==> src/rtl/npc_lsu_pkg.sv <==
// Shared constants and types for the load/store unit.
// Funct3 encodings, the "no access" code and the access-sequencing state enum.
package npc_lsu_pkg;

  localparam logic [2:0] LSU_NONE = 3'b111;

  localparam logic [2:0] F3_B  = 3'b000;
  localparam logic [2:0] F3_H  = 3'b001;
  localparam logic [2:0] F3_W  = 3'b010;
  localparam logic [2:0] F3_BU = 3'b100;
  localparam logic [2:0] F3_HU = 3'b101;

  typedef enum logic [1:0] {
    IDLE,
    REQ,
    WAIT,
    RESP
  } lsu_state_e;

  // Halfword accesses need addr[0]==0; word accesses need addr[1:0]==0.
  function automatic logic lsu_misaligned(logic [2:0] f3, logic [1:0] off);
    logic mis;
    mis = 1'b0;
    if (f3 == F3_H || f3 == F3_HU) begin
      mis = off[0];
    end else if (f3 == F3_W) begin
      mis = |off;
    end
    return mis;
  endfunction

endpackage

==> src/rtl/lsu_load_align.sv <==
// Extracts the addressed lane of a read word and extends it per the load funct3.
// Purely combinational.
module lsu_load_align
  import npc_lsu_pkg::*;
(
  input  logic [31:0] rdata_i,
  input  logic [1:0]  addr_lo_i,
  input  logic [2:0]  funct3_i,
  output logic [31:0] data_o
);

  logic [31:0] lane;

  always_comb begin
    lane   = rdata_i >> {addr_lo_i, 3'b000};
    data_o = lane;
    case (funct3_i)
      F3_B:    data_o = {{24{lane[7]}}, lane[7:0]};
      F3_H:    data_o = {{16{lane[15]}}, lane[15:0]};
      F3_BU:   data_o = {24'h000000, lane[7:0]};
      F3_HU:   data_o = {16'h0000, lane[15:0]};
      default: data_o = lane;
    endcase
  end

endmodule

==> src/rtl/lsu.sv <==
// Single-outstanding load/store unit between the decoder and a req/gnt/rvalid
// data memory; stalls the core until the access completes or times out.
module lsu
  import npc_lsu_pkg::*;
#(
  parameter int unsigned TIMEOUT_CYCLES = 255,
  parameter int unsigned TO_W           = 8
) (
  input  logic        clk,
  input  logic        rst_n,
  input  logic        issue,
  input  logic [2:0]  is_load,
  input  logic [2:0]  is_store,
  input  logic [31:0] addr,
  input  logic [31:0] store_data,
  output logic        stall,
  output logic        done,
  output logic        err,
  output logic [31:0] load_data,
  output logic        mem_req,
  output logic        mem_we,
  output logic [31:0] mem_addr,
  output logic [31:0] mem_wdata,
  output logic [3:0]  mem_wstrb,
  input  logic        mem_gnt,
  input  logic        mem_rvalid,
  input  logic [31:0] mem_rdata
);

  localparam logic [TO_W:0] ToLimit = (TO_W + 1)'(TIMEOUT_CYCLES);

  lsu_state_e state_q, state_d;
  logic [2:0]      op_q, op_d;
  logic [1:0]      off_q, off_d;
  logic            we_q, we_d;
  logic [31:0]     addr_q, addr_d;
  logic [31:0]     wdata_q, wdata_d;
  logic [3:0]      wstrb_q, wstrb_d;
  logic [TO_W-1:0] cnt_q, cnt_d;
  logic            err_q, err_d;
  logic [31:0]     ldata_q, ldata_d;

  logic            ld_v, st_v, access, legal, mis;
  logic [2:0]      f3;
  logic [31:0]     fmt_wdata;
  logic [3:0]      fmt_wstrb;
  logic [TO_W:0]   cnt_inc;
  logic [TO_W-1:0] cnt_sat;
  logic            timeout;
  logic [31:0]     aligned;

  lsu_load_align u_load_align (
    .rdata_i   (mem_rdata),
    .addr_lo_i (off_q),
    .funct3_i  (op_q),
    .data_o    (aligned)
  );

  // Request decode and store formatting in the issuing cycle.
  always_comb begin
    ld_v   = (is_load != LSU_NONE);
    st_v   = (is_store != LSU_NONE);
    access = issue & (ld_v | st_v);
    f3     = ld_v ? is_load : is_store;
    legal  = 1'b0;
    if (ld_v && !st_v) begin
      legal = (f3 == F3_B) || (f3 == F3_H) || (f3 == F3_W) || (f3 == F3_BU) || (f3 == F3_HU);
    end else if (st_v && !ld_v) begin
      legal = (f3 == F3_B) || (f3 == F3_H) || (f3 == F3_W);
    end
    mis       = lsu_misaligned(f3, addr[1:0]);
    fmt_wdata = 32'h0;
    fmt_wstrb = 4'b0000;
    if (st_v) begin
      case (f3)
        F3_B: begin
          fmt_wdata = {4{store_data[7:0]}};
          fmt_wstrb = 4'b0001 << addr[1:0];
        end
        F3_H: begin
          fmt_wdata = {2{store_data[15:0]}};
          fmt_wstrb = addr[1] ? 4'b1100 : 4'b0011;
        end
        default: begin
          fmt_wdata = store_data;
          fmt_wstrb = 4'b1111;
        end
      endcase
    end
  end

  // Counter saturates so a gnt on the expiry cycle cannot wrap it back below the limit.
  always_comb begin
    cnt_inc = {1'b0, cnt_q} + (TO_W + 1)'(1);
    cnt_sat = cnt_inc[TO_W] ? cnt_q : cnt_inc[TO_W-1:0];
    timeout = (TIMEOUT_CYCLES != 0) && (cnt_inc >= ToLimit);
  end

  always_comb begin
    state_d = state_q;
    op_d    = op_q;
    off_d   = off_q;
    we_d    = we_q;
    addr_d  = addr_q;
    wdata_d = wdata_q;
    wstrb_d = wstrb_q;
    cnt_d   = cnt_q;
    err_d   = err_q;
    ldata_d = ldata_q;
    stall   = 1'b0;
    unique case (state_q)
      IDLE: begin
        if (access) begin
          stall = 1'b1;
          if (!legal || mis) begin
            err_d   = 1'b1;
            ldata_d = 32'h0;
            state_d = RESP;
          end else begin
            op_d    = f3;
            off_d   = addr[1:0];
            we_d    = st_v;
            addr_d  = {addr[31:2], 2'b00};
            wdata_d = fmt_wdata;
            wstrb_d = fmt_wstrb;
            cnt_d   = '0;
            err_d   = 1'b0;
            state_d = REQ;
          end
        end
      end
      REQ: begin
        stall = 1'b1;
        cnt_d = cnt_sat;
        if (mem_gnt) begin
          if (we_q) begin
            ldata_d = 32'h0;
            state_d = RESP;
          end else begin
            state_d = WAIT;
          end
        end else if (timeout) begin
          err_d   = 1'b1;
          ldata_d = 32'h0;
          state_d = RESP;
        end
      end
      WAIT: begin
        stall = 1'b1;
        cnt_d = cnt_sat;
        if (mem_rvalid) begin
          ldata_d = aligned;
          state_d = RESP;
        end else if (timeout) begin
          err_d   = 1'b1;
          ldata_d = 32'h0;
          state_d = RESP;
        end
      end
      RESP: begin
        state_d = IDLE;
      end
      default: state_d = IDLE;
    endcase
  end

  always_ff @(posedge clk) begin
    if (!rst_n) begin
      state_q <= IDLE;
      op_q    <= 3'b000;
      off_q   <= 2'b00;
      we_q    <= 1'b0;
      addr_q  <= 32'h0;
      wdata_q <= 32'h0;
      wstrb_q <= 4'b0000;
      cnt_q   <= '0;
      err_q   <= 1'b0;
      ldata_q <= 32'h0;
    end else begin
      state_q <= state_d;
      op_q    <= op_d;
      off_q   <= off_d;
      we_q    <= we_d;
      addr_q  <= addr_d;
      wdata_q <= wdata_d;
      wstrb_q <= wstrb_d;
      cnt_q   <= cnt_d;
      err_q   <= err_d;
      ldata_q <= ldata_d;
    end
  end

  // Memory payload is only driven while a request is outstanding.
  always_comb begin
    done      = (state_q == RESP);
    err       = done & err_q;
    load_data = done ? ldata_q : 32'h0;
    mem_req   = (state_q == REQ);
    mem_we    = mem_req & we_q;
    mem_addr  = mem_req ? addr_q : 32'h0;
    mem_wdata = mem_req ? wdata_q : 32'h0;
    mem_wstrb = mem_req ? wstrb_q : 4'b0000;
  end

endmodule
==> config.mk <==
export PLATFORM = sky130hd
export DESIGN_NAME = lsu
export DESIGN_NICKNAME = d
export VERILOG_FILES = /design/src/rtl/npc_lsu_pkg.sv /design/src/rtl/lsu_load_align.sv /design/src/rtl/lsu.sv
export SDC_FILE = /design/constraint.sdc
export NUM_CORES = 1
export LEC_CHECK = 0
export BUFFER_PORTS_ARGS = -buffer_cell sky130_fd_sc_hd__buf_2
export CORE_MARGIN = 1.5
export CORE_UTILIZATION = 52
export DETAILED_ROUTE_END_ITERATION = 6
export PLACE_DENSITY_LB_ADDON = 0.05
export SETUP_SLACK_MARGIN = 0.15
export SYNTH_ARGS = -nofsm -noshare
export SYNTH_HDL_FRONTEND = slang
export SYNTH_SLANG_ARGS = --single-unit
==> constraint.sdc <==
create_clock -name clk -period 2.5 [get_ports clk]
set_input_delay 0.5 -clock clk [delete_from_list [all_inputs] [get_ports clk]]
set_output_delay 0.5 -clock clk [all_outputs]
set_load 0.03 [all_outputs]
==> Word-level counts from Yosys, hierarchy flattened <==
Cells that the tools add are included.
{ "op_classes": {"magnitude_cmp": 1, "n_shift": 2, "reduce_logical": 22, "bitwise": 5, "muxes": 41, "eq_ne": 19, "addsub": 1} }
{ "ops": {"columns": ["operator", "count"], "rows": [
  ["$mux 32", 10],
  ["$pmux 32 s4", 1],
  ["$pmux 32 s3", 1],
  ["$pmux 32 s2", 1],
  ["$shr 32x5->32", 1],
  ["$mux 8", 3],
  ["$pmux 8 s2", 1],
  ["$eq 3x3->1 const B", 4],
  ["$mux 4", 3],
  ["$ne 2x2->1 const B", 6],
  ["$reduce_and 4->1", 3],
  ["$mux 1", 11],
  ["$mux 2", 5],
  ["$add 8x1->9 const B", 1],
  ["$ge 9x8->1 const B", 1],
  ["$pmux 2 s4", 1],
  ["$pmux 4 s2", 1],
  ["$eq 3x1->1 const B", 2],
  ["$logic_not 3->1", 2],
  ["$logic_or 1x1->1", 6],
  ["$ne 3x3->1 const B", 2],
  ["$eq 2x2->1 const B", 2],
  ["$reduce_or 2->1", 2],
  ["$shl 1x2->4 const A", 1],
  ["15 further kinds", 20]
]} }
{ "totals": {"reg_bits": 115} }

==> Depth between registers and ports, before layout <==
Gate-level depths: netlist of run 1.
{ "logic_depth": {"depth_word": 13, "ltp_mapped": 10, "depth_no_buf": 8} }

==> Hierarchy <==
A second synthesis of run 1 with hierarchy kept.
{ "hier_totals": {"cells_unflattened": 794, "hier_area_um2": 6168.4} }
{ "by_module_without_submodules": {"columns": ["module", "seq_area_each_um2", "cells_each", "area_per_inst_um2", "n_inst"], "rows": [
  ["lsu", 2302.2, 687, 5474.0, 1],
  ["lsu_load_align", 0.0, 107, 694.4, 1]
]} }

==> Worst setup path after synthesis of run 1 <==
OpenSTA, ideal clock, no wires.
{ "synth_timing": {"kind": "reg2reg", "startpoint": "register state_q[1]", "endpoint": "register ldata_q[0]", "stages_incl_launch_ff": 10, "required_time_ns": 2.440, "t_arrival_ns": 2.246, "setup_slack_ns": 0.194, "cell_sequence": "dfxtp_1 inv_1 ha_1 clkbuf_1 nand2_1 nor2_1 or3_1 nor3_1 buf_2 a32o_1"} }
{ "synth_via": {"elab_chain_len": 3, "elab_cells_between_ends": 9, "classes_between": "eq/ne (5); mux (1); reduce/logical (3)"} }
{ "synth_lines": {"columns": ["item", "line_no", "rtl"], "rows": [
  ["start, declared", "lsu.sv:32", "lsu_state_e state_q, state_d;"],
  ["start signal, assigned", "lsu.sv:180", "state_q <= state_d;"],
  ["$eq 2x1->1 (*)", null, null],
  ["net mem_req", "lsu.sv:20", "output logic mem_req,"],
  ["$ne 3x2->1 (no source line) / $reduce_bool 3->1 (equally long branches)", null, null],
  ["$reduce_and 4->1 (no source line)", null, null],
  ["end signal, assigned", "lsu.sv:189", "ldata_q <= ldata_d;"],
  ["end, declared", "lsu.sv:41", "logic [31:0] ldata_q, ldata_d;"]
]} }
The timed path passes the listed nets; every way through them passes the cells marked *.
A chain may end at the register's enable or synchronous reset.

==> Final worst setup path of run 1 <==
{ "layout_timing": {"startpoint": "register state_q[1]", "endpoint": "output stall"} }
{ "layout_via": {"elab_chain_len": 3, "elab_cells_between_ends": 5, "classes_between": "eq/ne (2); mux (1); reduce/logical (2)"} }
{ "layout_lines": {"columns": ["item", "line_no", "rtl"], "rows": [
  ["$eq 2x1->1 / $eq 2x2->1 (equally long branches)", "lsu.sv:111", "unique case (state_q)"],
  ["$reduce_or 2->1 (no source line)", null, null],
  ["$pmux 1 s2 (*)", "lsu.sv:111", null],
  ["end, declared", "lsu.sv:16", "output logic stall,"]
]} }
Mark *: on every way between the ends. The rest lies on a longest branch, timed or not.

==> results.toml, run 1 <==
[placed_design]
dpl_worst_slack_ps = 12.4
io_buffers = 209
dpl.hpwl_um = 13900
gp_congestion = 0.912

[power]
ir_drop_v = 0.000407
power.leakage_nw = 3.84
power_density_mw_per_mm2 = 757
power_mw = 6.61

[clocking]
tritoncts = "yes"
clockBufferDepth = 2
h-tree-depth = 4
root_buffer = "clkbuf_16"
cts.clk_slew.worst_paths_ps = 60
clk_latency_ps = 420
cts_setup_buffers = 0
ctsHoldBuffers = 0
numCtsBuffers = 17
clock-sinks = 115

[timing]
hold_viol = 0
tns_ps = 0
worst_hold_slack_ps = 313
timing.fmax_mhz = 438
slew_violations = 0
tightest_slew_ps = 868
fin_crit_sh_pct = 91.3
fin_worst_skew_ps = 5.13
finalSetupViolCount = 0
layout_setup_ws_ps = 217
final.min_clock_period_ps = 2280
slew_headroom_pct = 42.1
rsz0062_at_grt = "false"

[die]
rows = 41
start_util_pct = 53.4
boundaryPins = 212
dieArea_mm2 = 0.0137
core_mm2 = 0.0127
dieWidth_um = 117
die_h_um = 117

[detailed_routing]
drt_iter0_drc = 541
drc = 0
ant_nets = 0
drt-total-wl_um = 19800
vias = 7074
viasPerCell = 5.45
wire_per_inst_um = 15.3
dr.pass1.iters = 5

[grt]
globalRouteOverflowTotal = 0
grt_max_degree = 70
grt_pass1_wl_um = 31200
antenna_found_initial = 0
grt_usage_pct = 29.0
first_global_vias = 6482

[min_path]
hp-class = "input pin to register"

[logic_synthesis]
yosysUniqueCellTypes = 62
synth_area_per_cell_um2 = 7.42
syn_inst = 911
synth_seq_cells = 115
synth_edf_count = 0
synth_ff_type = "dfxtp_1"
synth_async_sr_flop_share_pct = 0
ys_seq_area_share_pct = 34.1
syn_area_mm2 = 0.00676
synth.yosys.warnings = 0

[setup_path]
critPathRequiredTime_ps = 2000
max_stage_delay_ps = 380
worstPathMaxFanout = 5
crit_chain = "inv_1, ha_2, buf_4, inv_1, a21oi_1, buf_4"
start_kind = "register"
cp-end-kind = "primary output"
cp.arrival_ps = 1780
critPathBufInv = 4
crit_path_top_delay_cell = "dfxtp_2"
path_class = "register to primary output"
crit_family = "buffers and inverters"

[flow_run]
cap_violations = 0

[layout]
drive_above_1_share_pct = 27.0
final_nets = 1227
synthToLayoutAreaGrowth_pct = 29.2
n_antenna_cell = 0
final_util_pct = 68.9

[outcome]
status = "complete, no violations"
==> stage by stage <==
stage / cells / instance area [um2]
3_3_place_gp: 1265 / 8080
5_1_grt: 1298 / 8730
4_1_cts: 1297 / 8700
2_1_floorplan: 912 / 6760
6_report: 1298 / 8730
3_5_place_dp: 1265 / 8080
==> layer usage <==
layer	track usage (%)	routed length, um
met4	15.3	829
met3	7.72	1340
met5	0	0
met2	45.8	8960
met1	36.4	8670
==> what timing repair did <==
action,in CTS,in global routing
pin swaps,0,1
setup endpoints to repair,69,26
cloned,0,1
resized for setup,6,4
==> synthesized netlist by cell type (8+ instances only) <==
library cell    n  area (um2)
nand2_1       177         664
dfxtp_1       115        2300
and2_1        113         707
a21oi_1        97         485
o21ai_0        53         265
clkbuf_1       46         173
nand3_1        35         175
inv_1          28         105
mux2i_1        26         260
nor2_1         26        97.6
nand2b_1       16         100
o2111ai_1      16         140
and3_1         11        68.8
buf_2          11        55.1
buf_4          11        82.6
o2bb2ai_1      10        87.6
o211ai_1        9        67.6
a211o_1         8        70.1
==> final timing paths <==
| check | start | to | slack, ps | cells after the start |
|---|---|---|---|---|
| setup reg to reg | cnt_q[1] | ldata_q[15] | 300 | 8 |
| setup / recovery | state_q[1] | stall | 220 | 6 |
| hold / removal | addr[24] | addr_q[24] | 310 | 3 |
| hold reg to reg | wdata_q[27] | wdata_q[27] | 450 | 2 |
==> state kept, by name, summed over array words and instances, names as in the netlist <==
register / count
addr_q: 30
cnt_q: 8
err_q: 1
ldata_q: 32
off_q: 2
op_q: 3
state_q: 2
wdata_q: 32
we_q: 1
wstrb_q: 4
==> tightest hold or removal path, delay by kind of cell <==
family,cells,cell delay (ps)
AOI/OAI and AO/OA,1,50
and+or+nand+nor,1,40
buffers and inverters,1,90
==> cell type report <==
class,instances,area (um2)
Multi-Input combinational cell,697,4030
Fill cell,1150,3940
Sequential cell,115,2310
Timing Repair Buffer,253,1480
Clock buffer,20,467
Tap cell,172,215
Clock inverter,12,130
Inverter,29,109
==> logic make-up after synthesis <==
kind of cell               count (synthesis)  share of synthesized area (%)
and+or+nand+nor                          406                           29.6
AOI/OAI and AO/OA                        250                           23.7
DFF                                      115                           34.1
buffers and inverters                    100                           6.59
muxes                                     29                           4.35
adders and majority gates                  7                           1.30
xor gates and xnor gates                   3                          0.389
other                                      1                         0.0555
==> report_power, final <==
group	internal, mW	total [mW]	switching [mW]
Sequential	1.94	2.01	0.0717
Clock	1.54	2.45	0.907
Combinational	0.817	2.16	1.34
Total	4.29	6.61	2.32
==> layout by cell type, fill, tap and decap left out, drive strengths merged, types with 4 or more instances in the layout <==
cell type and n:
and3 11, and2 113, o22a 5, buf 252, mux2i 26, clkinvlp 5
a32o 7, ha 7, nor2 26, nor4 5, nand3 35, dfxtp 115
a211o 8, o2bb2ai 10, a21o 6, nand2 178, a31oi 4, nor2b 4
a21oi 97, a211oi 7, o211ai 9, o2111ai 16, nand2b 16, o21ai 58
inv 30, clkinv 4, clkbuf 21, nor3 4
Note: power is estimated with default switching activity, not from simulation.
==> run 2, diff against run 1 <==
Settings changed: RECOVER_POWER set to 50.
==> results.toml, run 2 (synthesis gave the netlist of run 1 again) <==
[clocking]
clockBufferDepth = 2
h-tree-depth = 4
ctsHoldBuffers = 0
clk_latency_ps = 420
tritoncts = "yes"
clock-sinks = 115
cts.clk_slew.worst_paths_ps = 60
numCtsBuffers = 17
root_buffer = "clkbuf_16"
cts_setup_buffers = 0

[placed_design]
io_buffers = 209
gp_congestion = 0.912
dpl.hpwl_um = 13900

[power]
power_mw = 6.60
power_density_mw_per_mm2 = 760
power.leakage_nw = 3.72
ir_drop_v = 0.000405

[detailed_routing]
wire_per_inst_um = 15.3
drt-total-wl_um = 19800
vias = 7091
drc = 0
ant_nets = 0
drt_iter0_drc = 593
dr.pass1.iters = 5
viasPerCell = 5.46

[die]
boundaryPins = 212
core_mm2 = 0.0127
dieArea_mm2 = 0.0137
rows = 41
dieWidth_um = 117
start_util_pct = 53.4
die_h_um = 117

[outcome]
status = "complete, no violations"

[grt]
busiest_layer = "met2"
grt_use_met1_pct = 36.4
grt_pass1_wl_um = 31200
antenna_found_initial = 0
globalRouteOverflowTotal = 0
met2_usage_pct = 45.8
gr-usage-met3_pct = 7.72
grt_usage_pct = 29.0
first_global_vias = 6482
grt_max_degree = 70

[timing]
slew_headroom_pct = 42.6
timing.fmax_mhz = 424
hold_viol = 0
tns_ps = 0
fin_crit_sh_pct = 94.3
finalSetupViolCount = 0
tightest_slew_ps = 862
fin_worst_skew_ps = 5.12
rsz0062_at_grt = "false"
final.min_clock_period_ps = 2360
slew_violations = 0

[layout]
n_antenna_cell = 0
largestRegisters = "ldata_q (32), wdata_q (32), addr_q (30)"
nFillCells = 1174
drive_above_1_share_pct = 24.3
mostFrequentLayoutCells = "184 x buf_2, 178 x nand2_1, 114 x dfxtp_1"
synthToLayoutAreaGrowth_pct = 28.5
final_nets = 1227
layout_commonest_cell = "buf_2"

[setup_path]
max_stage_delay_ps = 420
path_class = "register to primary output"
critPathRequiredTime_ps = 2000
crit_family = "buffers and inverters"
crit_path_top_delay_cell = "dfxtp_1"
crit_chain = "inv_1, ha_2, buf_4, inv_1, a21oi_1, buf_4"
critPathBufInv = 4
cp.arrival_ps = 1860
cp-end-kind = "primary output"
worstPathMaxFanout = 5
start_kind = "register"

[min_path]
hp-class = "input pin to register"

[flow_run]
cap_violations = 0
==> run 2: cell count changes in the layout (fill, tap and decap cells not counted) <==
cell	delta
buf_4	-3
o21ai_0	+1
buf_2	-24
dfxtp_1	+2
dfxtp_2	-2
clkbuf_1	+27
nand2_1	+1
o21ai_1	-1
nand2_2	-1
==> run 2: power by group <==
part | total (mW) | internal, mW | switching, mW
sequential | 2.01 | 1.93 | 0.0727
combinational | 2.15 | 0.814 | 1.34
clock | 2.44 | 1.54 | 0.903
==> run 2: worst register-to-register path, cell delays in order, from the launching register on <==
cell      delay, ps
dfxtp_1         420
inv_1           120
ha_2            340
nand2_1         110
or3_1           410
or4_4           540
nand2b_1        170
o21ai_0          80
==> run 2: final timing paths <==
| kind | startpoint | endpoint | slack, ps | depth (start not counted) |
|---|---|---|---|---|
| worst max register to register | state_q[0] | ldata_q[22] | 230 | 7 |
| worst min register to register | wdata_q[27] | wdata_q[27] | 450 | 2 |
| worst min-delay path | addr[24] | addr_q[24] | 320 | 3 |
| worst max-delay path | state_q[0] | stall | 140 | 6 |
==> run 2: area by class of cell <==
type                            count  area (um2)  area share (%)
Timing Repair Buffer              253        1430            16.5
Clock buffer                       20         467            5.37
Inverter                           29         109            1.25
Tap cell                          172         215            2.48
Clock inverter                     12         130            1.50
Sequential cell                   115        2300            26.5
Multi-Input combinational cell    697        4030            46.4
==> run 2: layer usage <==
metal  share of wire, %  vias up
met5                  0        -
met3                7.5       55
li1                   -     3558
met1                 43     3200
met2                 45      278
met4                4.2        0
==> run 2: per-stage QoR <==
| step | std cells | hold slack, ps | utilization, % | instance area, um2 | setup slack (ps) |
|---|---|---|---|---|---|
| after global routing | 1298 | 319 | 68.6 | 8690 | 80.7 |
| after CTS | 1297 | 300 | 68.7 | 8700 | 153 |
| after floorplan | 912 | 424 | - | 6760 | 194 |
| final | 1298 | 316 | 68.6 | 8690 | 141 |
| after global placement | 1265 | 435 | 63.8 | 8080 | 68.5 |
| after detailed placement | 1265 | 441 | 63.8 | 8080 | 12.4 |
==> run 2: timing repair <==
item,in CTS,in global routing
resized for setup,6,4
setup endpoints to repair,69,26
cloned,0,1
pin swaps,0,1
==> run 3, diff against run 2 <==
Settings changed: CORE_UTILIZATION 52 to 53, CTS_BUF_LIST set to sky130_fd_sc_hd__clkbuf_8.
==> results.toml, run 3 (synthesis gave the netlist of run 1 again) <==
[power]
power.leakage_nw = 3.75
ir_drop_v = 0.000400
power_mw = 6.20
power_density_mw_per_mm2 = 722

[setup_path]
startpoint = "state_q[1]"
worstReg2RegEnd = "ldata_q[15]"
cp-end-kind = "primary output"
cp.arrival_ps = 1860
path_class = "register to primary output"
worstPathMaxFanout = 35
reg2reg_slack_ps = 140
regToRegStartpoint = "cnt_q[1]"
start_kind = "register"
critPathRequiredTime_ps = 2000
reg2regPathDepth = 8

[die]
die_h_um = 116
core_mm2 = 0.0125
dieWidth_um = 116
dieArea_mm2 = 0.0134
start_util_pct = 54.0
boundaryPins = 212
rows = 41

[timing]
fin_worst_skew_ps = 9.36
tns_ps = 0
slew_violations = 0
layout_setup_ws_ps = 140
hold_viol = 0
finalSetupViolCount = 0
fin_crit_sh_pct = 94.4
final.min_clock_period_ps = 2360
rsz0062_at_grt = "true"
slew_headroom_pct = 40.4
timing.fmax_mhz = 424
tightest_slew_ps = 894

[clocking]
root_buffer = "clkbuf_8"
h-tree-depth = 4
tritoncts = "yes"
numCtsBuffers = 17
clockBufferDepth = 2
clk_latency_ps = 450
cts.clk_slew.worst_paths_ps = 70
ctsHoldBuffers = 0
clock-sinks = 115

[detailed_routing]
drc = 0
dr.pass1.iters = 5
viasPerCell = 5.45
vias = 7075
drt-total-wl_um = 19900
drt_iter0_drc = 550
wire_per_inst_um = 15.3
ant_nets = 0

[min_path]
min_to = "addr_q[8]"
whs_path_depth = 3
holdCritStartpoint = "addr[8]"
hp-class = "input pin to register"

[placed_design]
io_buffers = 209
dpl.hpwl_um = 13800
dpl.cell_count = 1267
place_area_mm2 = 0.00809
dpl_worst_slack_ps = -198
gp_congestion = 0.910

[layout]
synthToLayoutAreaGrowth_pct = 27.0
final_cells = 1299
layout_commonest_cell = "buf_2"
nFillCells = 1227
mostFrequentLayoutCells = "191 x buf_2, 178 x nand2_1, 113 x dfxtp_1"
drive_above_1_share_pct = 26.2
final_nets = 1230
largestRegisters = "ldata_q (32), wdata_q (32), addr_q (30)"
fin_area_mm2 = 0.00858
n_antenna_cell = 0

[grt]
grt_max_degree = 70
antenna_found_initial = 0
first_global_vias = 6541
grt_usage_pct = 29.6
grt_pass1_wl_um = 31500
globalRouteOverflowTotal = 0

[flow_run]
cap_violations = 0

[outcome]
status = "complete, no violations"
==> run 3: cell type report <==
cell class                      count  area [um2]  share of cell area [%]
Multi-Input combinational cell    697        4030                    47.0
Timing Repair Buffer              256        1470                    17.1
Clock buffer                       20         275                    3.21
Clock inverter                     10         180                    2.10
Sequential cell                   115        2300                    26.8
Inverter                           29         109                    1.27
Tap cell                          172         215                    2.51
==> run 3: repair_timing <==
action,in CTS,in global routing
resized for setup,5,9
buffers inserted,0,2
pin swaps,0,1
endpoints found under the setup margin,39,67
==> run 3: power by group <==
part / switching, mW / total (mW) / internal [mW]
registers: 0.0655 / 2.00 / 1.93
logic: 1.34 / 2.18 / 0.835
clock network: 0.775 / 2.03 / 1.25
==> run 3: metrics by stage <==
step / utilization [%] / hold slack, ps
final: 68.6 / 284
after global routing: 68.6 / 278
after CTS: 68.4 / 272
after detailed placement: 64.6 / 441
after global placement: 64.6 / 435
after floorplan: - / 424
==> run 3: critical path, cell delays in order, from the launching register on <==
cell,delay (ps)
dfxtp_2,340
inv_1,100
ha_1,360
buf_12,230
and2_1,180
buf_2,200
==> run 3: per-layer routing <==
metal	up-vias	track usage (%)	part of all wire, %
met5	-	0	0
met4	0	11.6	2.6
met3	39	8.63	6.7
met2	241	47.7	47
met1	3243	37.2	44
li1	3552	-	-
==> run 3: how the worst max path moves through the flow <==
| stage | end | slack [ps] | depth (start not counted) |
|---|---|---|---|
| floorplan | ldata_q[0] | 190 | 9 |
| global placement | ldata_q[12] | -80 | 8 |
| detailed placement | ldata_q[11] | -200 | 8 |
| CTS | mem_addr[26] | 130 | 5 |
| global route | ldata_q[17] | 40 | 8 |
| finish | mem_wdata[20] | 140 | 5 |
